### config.mk
export PLATFORM = sky130hd
export DESIGN_NAME = uplink_keyer
export DESIGN_NICKNAME = d
export VERILOG_FILES = /design/src/rtl/uplink_keyer.sv
export SDC_FILE = /design/constraint.sdc
export NUM_CORES = 1
export LEC_CHECK = 0
export CORE_ASPECT_RATIO = 0.6
export CORE_UTILIZATION = 42
export DETAILED_ROUTE_END_ITERATION = 16
export MAX_ROUTING_LAYER = met4
export SETUP_SLACK_MARGIN = 0.05
export SYNTH_ARGS = -nofsm -noshare
export SYNTH_HDL_FRONTEND = slang
export SYNTH_SLANG_ARGS = --single-unit
### constraint.sdc
create_clock -name clk -period 4.93 [get_ports clk]
set_clock_uncertainty 0.15 [all_clocks]
set_input_delay 0.986 -clock clk [delete_from_list [all_inputs] [get_ports clk]]
set_output_delay 0.986 -clock clk [all_outputs]
set_load 0.02 [all_outputs]
### src/rtl/uplink_keyer.sv
// Ground-side uplink bit keyer for the A19 UPL0/UPL1 inputs.
// Characters arrive over a valid/ready handshake into a small FIFO. Each one
// is expanded to the 16-bit triply-redundant word {1, c, ~c, c} and keyed out
// MSB first as timed pulses. UPL1 marks a 1 bit and UPL0 marks a 0 bit.
// BLKUPL holds off new words but never cuts a word short.
module uplink_keyer #(
    parameter int BIT_PERIOD  = 8,
    parameter int PULSE_WIDTH = 2,
    parameter int WORD_GAP    = 16,
    parameter int FIFO_DEPTH  = 4
) (
    input  logic                        clk,
    input  logic                        rst,
    input  logic [4:0]                  char_in,
    input  logic                        char_valid,
    output logic                        char_ready,
    input  logic                        BLKUPL,
    output logic                        UPL0,
    output logic                        UPL1,
    output logic                        busy,
    output logic [$clog2(FIFO_DEPTH):0] fifo_count
);

    localparam int PTR_W   = $clog2(FIFO_DEPTH);
    localparam int CNT_MAX = (BIT_PERIOD > WORD_GAP) ? BIT_PERIOD : WORD_GAP;
    localparam int CNT_W   = $clog2(CNT_MAX) + 1;

    // Terminal values of the shared phase counter for each timed state.
    localparam logic [CNT_W-1:0] PULSE_LAST = CNT_W'(PULSE_WIDTH - 1);
    localparam logic [CNT_W-1:0] SPACE_LAST = CNT_W'(BIT_PERIOD - PULSE_WIDTH - 1);
    localparam logic [CNT_W-1:0] GAP_LAST   = CNT_W'(WORD_GAP - 1);
    localparam logic [PTR_W:0]   DEPTH      = (PTR_W + 1)'(FIFO_DEPTH);

    typedef enum logic [2:0] {
        IDLE,
        LOAD,
        PULSE,
        SPACE,
        GAP
    } state_t;

    // Redundant uplink word: start bit, character, complement, character.
    function automatic logic [15:0] build_word(input logic [4:0] c);
        return {1'b1, c, ~c, c};
    endfunction

    // Control state
    state_t           state;
    state_t           state_nx;
    logic [CNT_W-1:0] cnt;
    logic [CNT_W-1:0] cnt_nx;
    logic [3:0]       bit_cnt;
    logic [3:0]       bit_cnt_nx;
    logic             upl0_nx;
    logic             upl1_nx;

    // FIFO bookkeeping
    logic [4:0]       mem [FIFO_DEPTH];
    logic [PTR_W-1:0] wr_ptr;
    logic [PTR_W-1:0] rd_ptr;
    logic [PTR_W:0]   count;
    logic             fifo_empty;
    logic             push;
    logic             pop;

    // Datapath: popped character, then the word being keyed out
    logic [4:0]       char_p0;
    logic [15:0]      word_p1;
    logic [15:0]      word_ld;
    logic             load;
    logic             shift;
    logic             next_bit;

    assign fifo_count = count;
    assign char_ready = (count != DEPTH);
    assign fifo_empty = (count == '0);
    assign push       = char_valid && char_ready;
    assign busy       = (state != IDLE);
    assign word_ld    = build_word(char_p0);

    // Next-state, phase timing, pop/load/shift strobes and next pulse levels.
    always_comb begin
        state_nx   = state;
        cnt_nx     = cnt;
        bit_cnt_nx = bit_cnt;
        pop        = 1'b0;
        load       = 1'b0;
        shift      = 1'b0;
        upl0_nx    = 1'b0;
        upl1_nx    = 1'b0;
        next_bit   = word_p1[15];

        case (state)
            IDLE: begin
                if (!fifo_empty && !BLKUPL) begin
                    pop      = 1'b1;
                    state_nx = LOAD;
                end
            end
            LOAD: begin
                load       = 1'b1;
                bit_cnt_nx = '0;
                cnt_nx     = '0;
                state_nx   = PULSE;
            end
            PULSE: begin
                if (cnt == PULSE_LAST) begin
                    cnt_nx   = '0;
                    state_nx = SPACE;
                end else begin
                    cnt_nx = cnt + 1'b1;
                end
            end
            SPACE: begin
                if (cnt == SPACE_LAST) begin
                    cnt_nx     = '0;
                    shift      = 1'b1;
                    bit_cnt_nx = bit_cnt + 1'b1;
                    state_nx   = (bit_cnt == 4'd15) ? GAP : PULSE;
                end else begin
                    cnt_nx = cnt + 1'b1;
                end
            end
            GAP: begin
                if (cnt == GAP_LAST) begin
                    cnt_nx = '0;
                    if (!fifo_empty && !BLKUPL) begin
                        pop      = 1'b1;
                        state_nx = LOAD;
                    end else begin
                        state_nx = IDLE;
                    end
                end else begin
                    cnt_nx = cnt + 1'b1;
                end
            end
            default: begin
                state_nx = IDLE;
            end
        endcase

        // The pulse registers lead the shift register by one edge, so look
        // at the bit that will be current once this edge has been taken.
        if (state == LOAD) begin
            next_bit = word_ld[15];
        end else if (state == SPACE) begin
            next_bit = word_p1[14];
        end

        if (state_nx == PULSE) begin
            upl1_nx = next_bit;
            upl0_nx = !next_bit;
        end
    end

    // FSM state, phase counters and registered pulse outputs.
    always_ff @(posedge clk or posedge rst) begin
        if (rst) begin
            state   <= IDLE;
            cnt     <= '0;
            bit_cnt <= '0;
            UPL0    <= 1'b0;
            UPL1    <= 1'b0;
        end else begin
            state   <= state_nx;
            cnt     <= cnt_nx;
            bit_cnt <= bit_cnt_nx;
            UPL0    <= upl0_nx;
            UPL1    <= upl1_nx;
        end
    end

    // FIFO pointers and occupancy; simultaneous push and pop leave count alone.
    always_ff @(posedge clk or posedge rst) begin
        if (rst) begin
            wr_ptr <= '0;
            rd_ptr <= '0;
            count  <= '0;
        end else begin
            if (push) begin
                wr_ptr <= wr_ptr + 1'b1;
            end
            if (pop) begin
                rd_ptr <= rd_ptr + 1'b1;
            end
            if (push && !pop) begin
                count <= count + 1'b1;
            end else if (pop && !push) begin
                count <= count - 1'b1;
            end
        end
    end

    // Character storage, popped character and word shift register (no reset).
    always_ff @(posedge clk) begin
        if (push) begin
            mem[wr_ptr] <= char_in;
        end
        if (pop) begin
            char_p0 <= mem[rd_ptr];
        end
        if (load) begin
            word_p1 <= word_ld;
        end else if (shift) begin
            word_p1 <= {word_p1[14:0], 1'b0};
        end
    end

endmodule

* Word level (Yosys, flattened, before mapping)
Memory sizes are Yosys's and may differ from the RTL's. A register that Yosys moved wholly into a read port is not among the register bits.
Cells that the tools add are included.
** Operators by class
- $add $sub $neg :: 6
- Equal/unequal tests :: 11
- Mux-type cells :: 29
- Bitwise logic cells :: 1
- Reduce and logical (&&, ||, !) cells :: 17
** Operators by type and width (count)
- $mux W15 :: 2
- $mux W3 :: 7
- $pmux W5 S4 :: 1
- $mux W5 :: 3
- $pmux W3 S5 :: 1
- $mux W1 :: 12
- $eq A3 B2 Y1 const B :: 3
- $pmux W4 S2 :: 1
- $logic_not A3 Y1 :: 2
- $reduce_bool A2 Y1 :: 3
- $add A5 B1 Y5 const B :: 1
- $eq A5 B1 Y1 const B :: 1
- $eq A5 B3 Y1 const B :: 1
- $eq A5 B4 Y1 const B :: 1
- $logic_not A1 Y1 :: 5
- $not A5 Y5 :: 1
- $add A2 B1 Y2 const B :: 2
- $add A4 B1 Y4 const B :: 1
- $eq A4 B4 Y1 const B :: 1
- $logic_and A1 B1 Y1 :: 4
- $mux W4 :: 1
- $reduce_bool A4 Y1 :: 1
- $add A3 B1 Y3 const B :: 1
- $eq A3 B1 Y1 const B :: 1
- other kinds (7) :: 7
** Storage, ports and cells
- Register bits after elaboration :: 37
- Memory bits (writable) :: 20
- Input port bits :: 9
- Output and inout bits :: 7
- Word-level logic and storage cells :: 75
- Memories kept :: 1
** Memory list
- mem :: words 4, bits a word 5, read ports 1, clocked after memory_dff 1, wr ports 1, line 58 : logic [4:0] mem [FIFO_DEPTH];

* Longest topological paths before layout
- Depth after elaboration :: 9
- Gate-level depth with buffers :: 12
- Depth with buffers taken out :: 11

* Worst setup path before layout
No wires, ideal clock.
- Path type :: input -> register
- Start point :: input port BLKUPL
- End point :: register count[1] (netlist: fifo_count[1])
- Setup time :: 125 ps
- Data arrival time :: 2559 ps
- Data required time :: 4655 ps
- Path slack :: 2096 ps
- Stages on the path :: 6
- Path buffers :: 1
- Cell sequence :: or4_1 > buf_4 > ha_1 > inv_1 > fa_1 > mux2_2
** On the way
- Cells in the longest elaborated chain, start to end :: 8
- Elaborated cells on any way between the ends :: 10
- Those cells by class :: mux: 4; reduce/logical: 6
** RTL lines
- start: declaration :: line 17 : input logic BLKUPL,
- $logic_not A1 Y1 * :: line 95, 127
- $logic_and A1 B1 Y1 * :: line 95, 127
- $mux W1 * :: line 95, 127
- $mux W1 :: line 125 : if (cnt == GAP_LAST) begin
- $pmux W1 S2 * :: line 93 : case (state)
- $logic_not A1 Y1 :: line 186 : if (push && !pop) begin
- $logic_and A1 B1 Y1 :: line 186
- $mux W3 / $reduce_bool A2 Y1 (equally long branches)
- end signal: assignment :: line 187 : count <= count + 1'b1;
- end signal: assignment :: line 189 : count <= count - 1'b1;
- end: declaration :: line 61 : logic [PTR_W:0] count;
Mark *: on every way between the ends. The rest lies on a longest branch, timed or not.
A chain may end at the register's enable or synchronous reset.

* Final worst setup path
Ends and elaborated chain as after synthesis.

==> results.sh <==
export IMPL_grt_overflow=0
export IMPL_hold_buffers=0
export IMPL_crit_type="input pin to register"
export IMPL_num_vias=1584
export IMPL_max_stage_delay_ns=0.68
export IMPL_wl_per_cell_um=14.2
export IMPL_drc=0
export IMPL_grt_pass1_vias=1545
export IMPL_grt_max_degree=24
export IMPL_cts_root_buf="clkbuf_8"
export IMPL_n_fill_cell=553
export IMPL_cts_resized=0
export IMPL_start_util_pct=44.6
export IMPL_place_congestion=0.803
export IMPL_final_antenna_net_count=0
export IMPL_crit_buf_inv=2
export IMPL_grt_pass1_wl_um=7620
export IMPL_tritoncts="yes"
export IMPL_antenna_found_initial=0
export IMPL_worstHoldStart="word_p1[15]"
export IMPL_final_max_slew_viol_count=0
export IMPL_hp_class="register to register"
export IMPL_cts_setup_buffers=0
export IMPL_synth_edf_count=40
export IMPL_drtPass1Iterations=4
export IMPL_slowest_stage="or4_1"
export IMPL_synth_cell_type_count=47
export IMPL_syn_nets=239
export IMPL_r2r_start="cnt[0]"
export IMPL_leakagePower_uw=0.00124
export IMPL_first_iter_violations=99
export IMPL_peakVddDrop_v=0.000275
export IMPL_setup_violations_final=0
export IMPL_end_kind="register"
export IMPL_synth_most_common_cell="edfxtp_1"
export IMPL_io_buffers=15
export IMPL_pin_count=16
export IMPL_h_tree_depth=3
export IMPL_place_hpwl_um=3260
export IMPL_synth_ff_type="edfxtp_1"
export IMPL_final_setup_tns_ns=0
export IMPL_layout_area_overhead_vs_synth_pct=11.8
export IMPL_synth_seq_cells=62
export IMPL_fin_crit_ns=3.04
export IMPL_wl_um=4550
export IMPL_clock_latency_ns=0.32
export IMPL_p_per_area_nw_per_um2=379
export IMPL_worstPathArrival_ns=3.09
export IMPL_hold_viol=0
export IMPL_outcome="finished clean"
export IMPL_cts_sinks=62
export IMPL_cap_violations=0
export IMPL_fin_nets=254
export IMPL_fmax_mhz=329
export IMPL_yosys_warnings=0
export IMPL_cp_max_fo=4
export IMPL_core_um2=6250
export IMPL_slew_headroom_pct=44.1
export IMPL_register_area_um2=1750
export IMPL_cpLargestDelayFamily="adder cells"
export IMPL_numCtsBuffers=9
export IMPL_synth_commonest_cells="edfxtp_1, nand2_1, dfrtp_1"
export IMPL_path_cells="clkdlybuf4s50_1 > or4_1 > ha_1 > inv_1 > fa_1 > mux2_2"
export IMPL_std_cell_rows=22
export IMPL_die_area_um2=6970
export IMPL_path_clk_slew_ns=0.06
export IMPL_syn_avg_cell_area_um2=12.8
export IMPL_grt_use_total_pct=15.4
export IMPL_synthTopCellsByArea="edfxtp_1, dfrtp_1, ha_1, nand2_1, mux4_2"
export IMPL_die_y_um=65.1
export IMPL_worstPathRequired_ns=4.98
export IMPL_drive_gt1_share_pct=11.4
export IMPL_rsz0062_at_grt="no"
export IMPL_critPathLaunch="BLKUPL"
export IMPL_die_w_um=107
export IMPL_fin_crit_sh_pct=61.6
export IMPL_multi_input_area_um2=912
export IMPL_dpl_worst_slack_ns=1.55
export IMPL_syn_area_um2=2790
export IMPL_ys_seq_area_share_pct=62.7
export IMPL_netlist_area_leader_share_pct=43.1
export IMPL_synth_top_cell_by_area="edfxtp_1"
export IMPL_startpoint_type="input pin"
export IMPL_synthArstFlopShare_pct=33.9
export IMPL_syn_inst=218
export IMPL_fin_ws_ns=1.89
export IMPL_vias_per_cell=4.95
export IMPL_antenna_cells=0
export IMPL_tightest_slew_ns=0.838
export IMPL_cts_buffer_depth=2
## cell usage in the layout (no fill, tap or decap), types with 3 or more instances in the layout
| cell | synthesis | layout |
|---|---|---|
| clkbuf_8 | 0 | 9 |
| a21oi_1 | 4 | 4 |
| xnor2_1 | 6 | 6 |
| clkinv_1 | 0 | 3 |
| nor3_1 | 5 | 5 |
| mux4_2 | 5 | 5 |
| nand2_1 | 32 | 32 |
| edfxtp_1 | 40 | 40 |
| or3_1 | 3 | 3 |
| and3_1 | 4 | 4 |
| clkdlybuf4s50_1 | 0 | 15 |
| o21ai_0 | 8 | 8 |
| nor2_1 | 11 | 11 |
| mux2_2 | 3 | 3 |
| nor2b_1 | 3 | 3 |
| nand3_1 | 5 | 5 |
| ha_1 | 11 | 11 |
| inv_1 | 13 | 13 |
| dfrtp_1 | 21 | 21 |
## state kept, by name (all words and copies together) (netlist names)
signal / flops
UPL1: 1
cnt: 5
word_p1: 16
state: 3
UPL0: 1
rd_ptr: 2
fifo_count: 3
bit_cnt: 4
char_p0: 5
mem: 20
wr_ptr: 2
## where the power goes
group	internal (µW)	switching, µW
Combinational	92.5	97.9
Sequential	614	37.4
Clock	171	168
## cell families (layout without fill, tap and decap cells)
group,after synthesis,after routing,share of synthesized area [%]
flops,62,62,62.7
buf+inv,25,43,4.58
compound gates,22,22,4.94
simple gates,80,80,14.0
xor+xnor,8,8,2.51
fa+ha+maj,12,12,5.66
mux,9,9,5.61
## routing by layer
| metal | routed length (µm) | part of all wire (%) | global-route usage (%) | vias to the layer above |
|---|---|---|---|---|
| met5 | 0 | 0 | - | - |
| met4 | 19 | 0.42 | 5.65 | 0 |
| met3 | 157 | 3.5 | 4.46 | 2 |
| met2 | 1750 | 38 | 19.0 | 29 |
| met1 | 2620 | 58 | 23.6 | 754 |
| li1 | - | - | - | 799 |
## final timing paths
| check | to | slack (ns) | depth (start not counted) |
|---|---|---|---|
| min in group asynchronous | cnt[2] | 0.98 | 2 |
| max in group asynchronous | rd_ptr[0] | 3.12 | 2 |
| worst max-delay path | fifo_count[1] | 1.89 | 6 |
| worst min-delay path | word_p1[15] | 0.35 | 2 |
| worst max register to register | fifo_count[1] | 1.97 | 9 |
| worst min register to register | word_p1[15] | 0.35 | 2 |
## final cells by class
class / instances / area share [%]
multi-input combinational: 131 / 29.3
tap: 84 / 3.37
timing repair buffer: 15 / 4.82
clock inverter: 4 / 0.522
clock buffer: 10 / 4.10
inverter: 14 / 1.85
sequential: 62 / 56.1
## per-stage QoR
| stage | power [µW] | hold slack, ns | cells | util (%) | area (µm²) |
|---|---|---|---|---|---|
| floorplan | 774 | 0.299 | 218 | - | 2790 |
| global placement | 844 | 0.326 | 306 | 47.6 | 2970 |
| detailed placement | 853 | 0.324 | 306 | 47.6 | 2970 |
| CTS | 1190 | 0.345 | 320 | 49.9 | 3120 |
| global route | 1240 | 0.361 | 320 | 49.9 | 3120 |
| finish | 1180 | 0.345 | 320 | 49.9 | 3120 |
## tightest hold or removal path: stages (launching register included)
cell and delay, ns:
dfxtp_1 0.35, nand2_2 0.06, o211ai_2 0.06
Power figures use the tool's default switching activity.
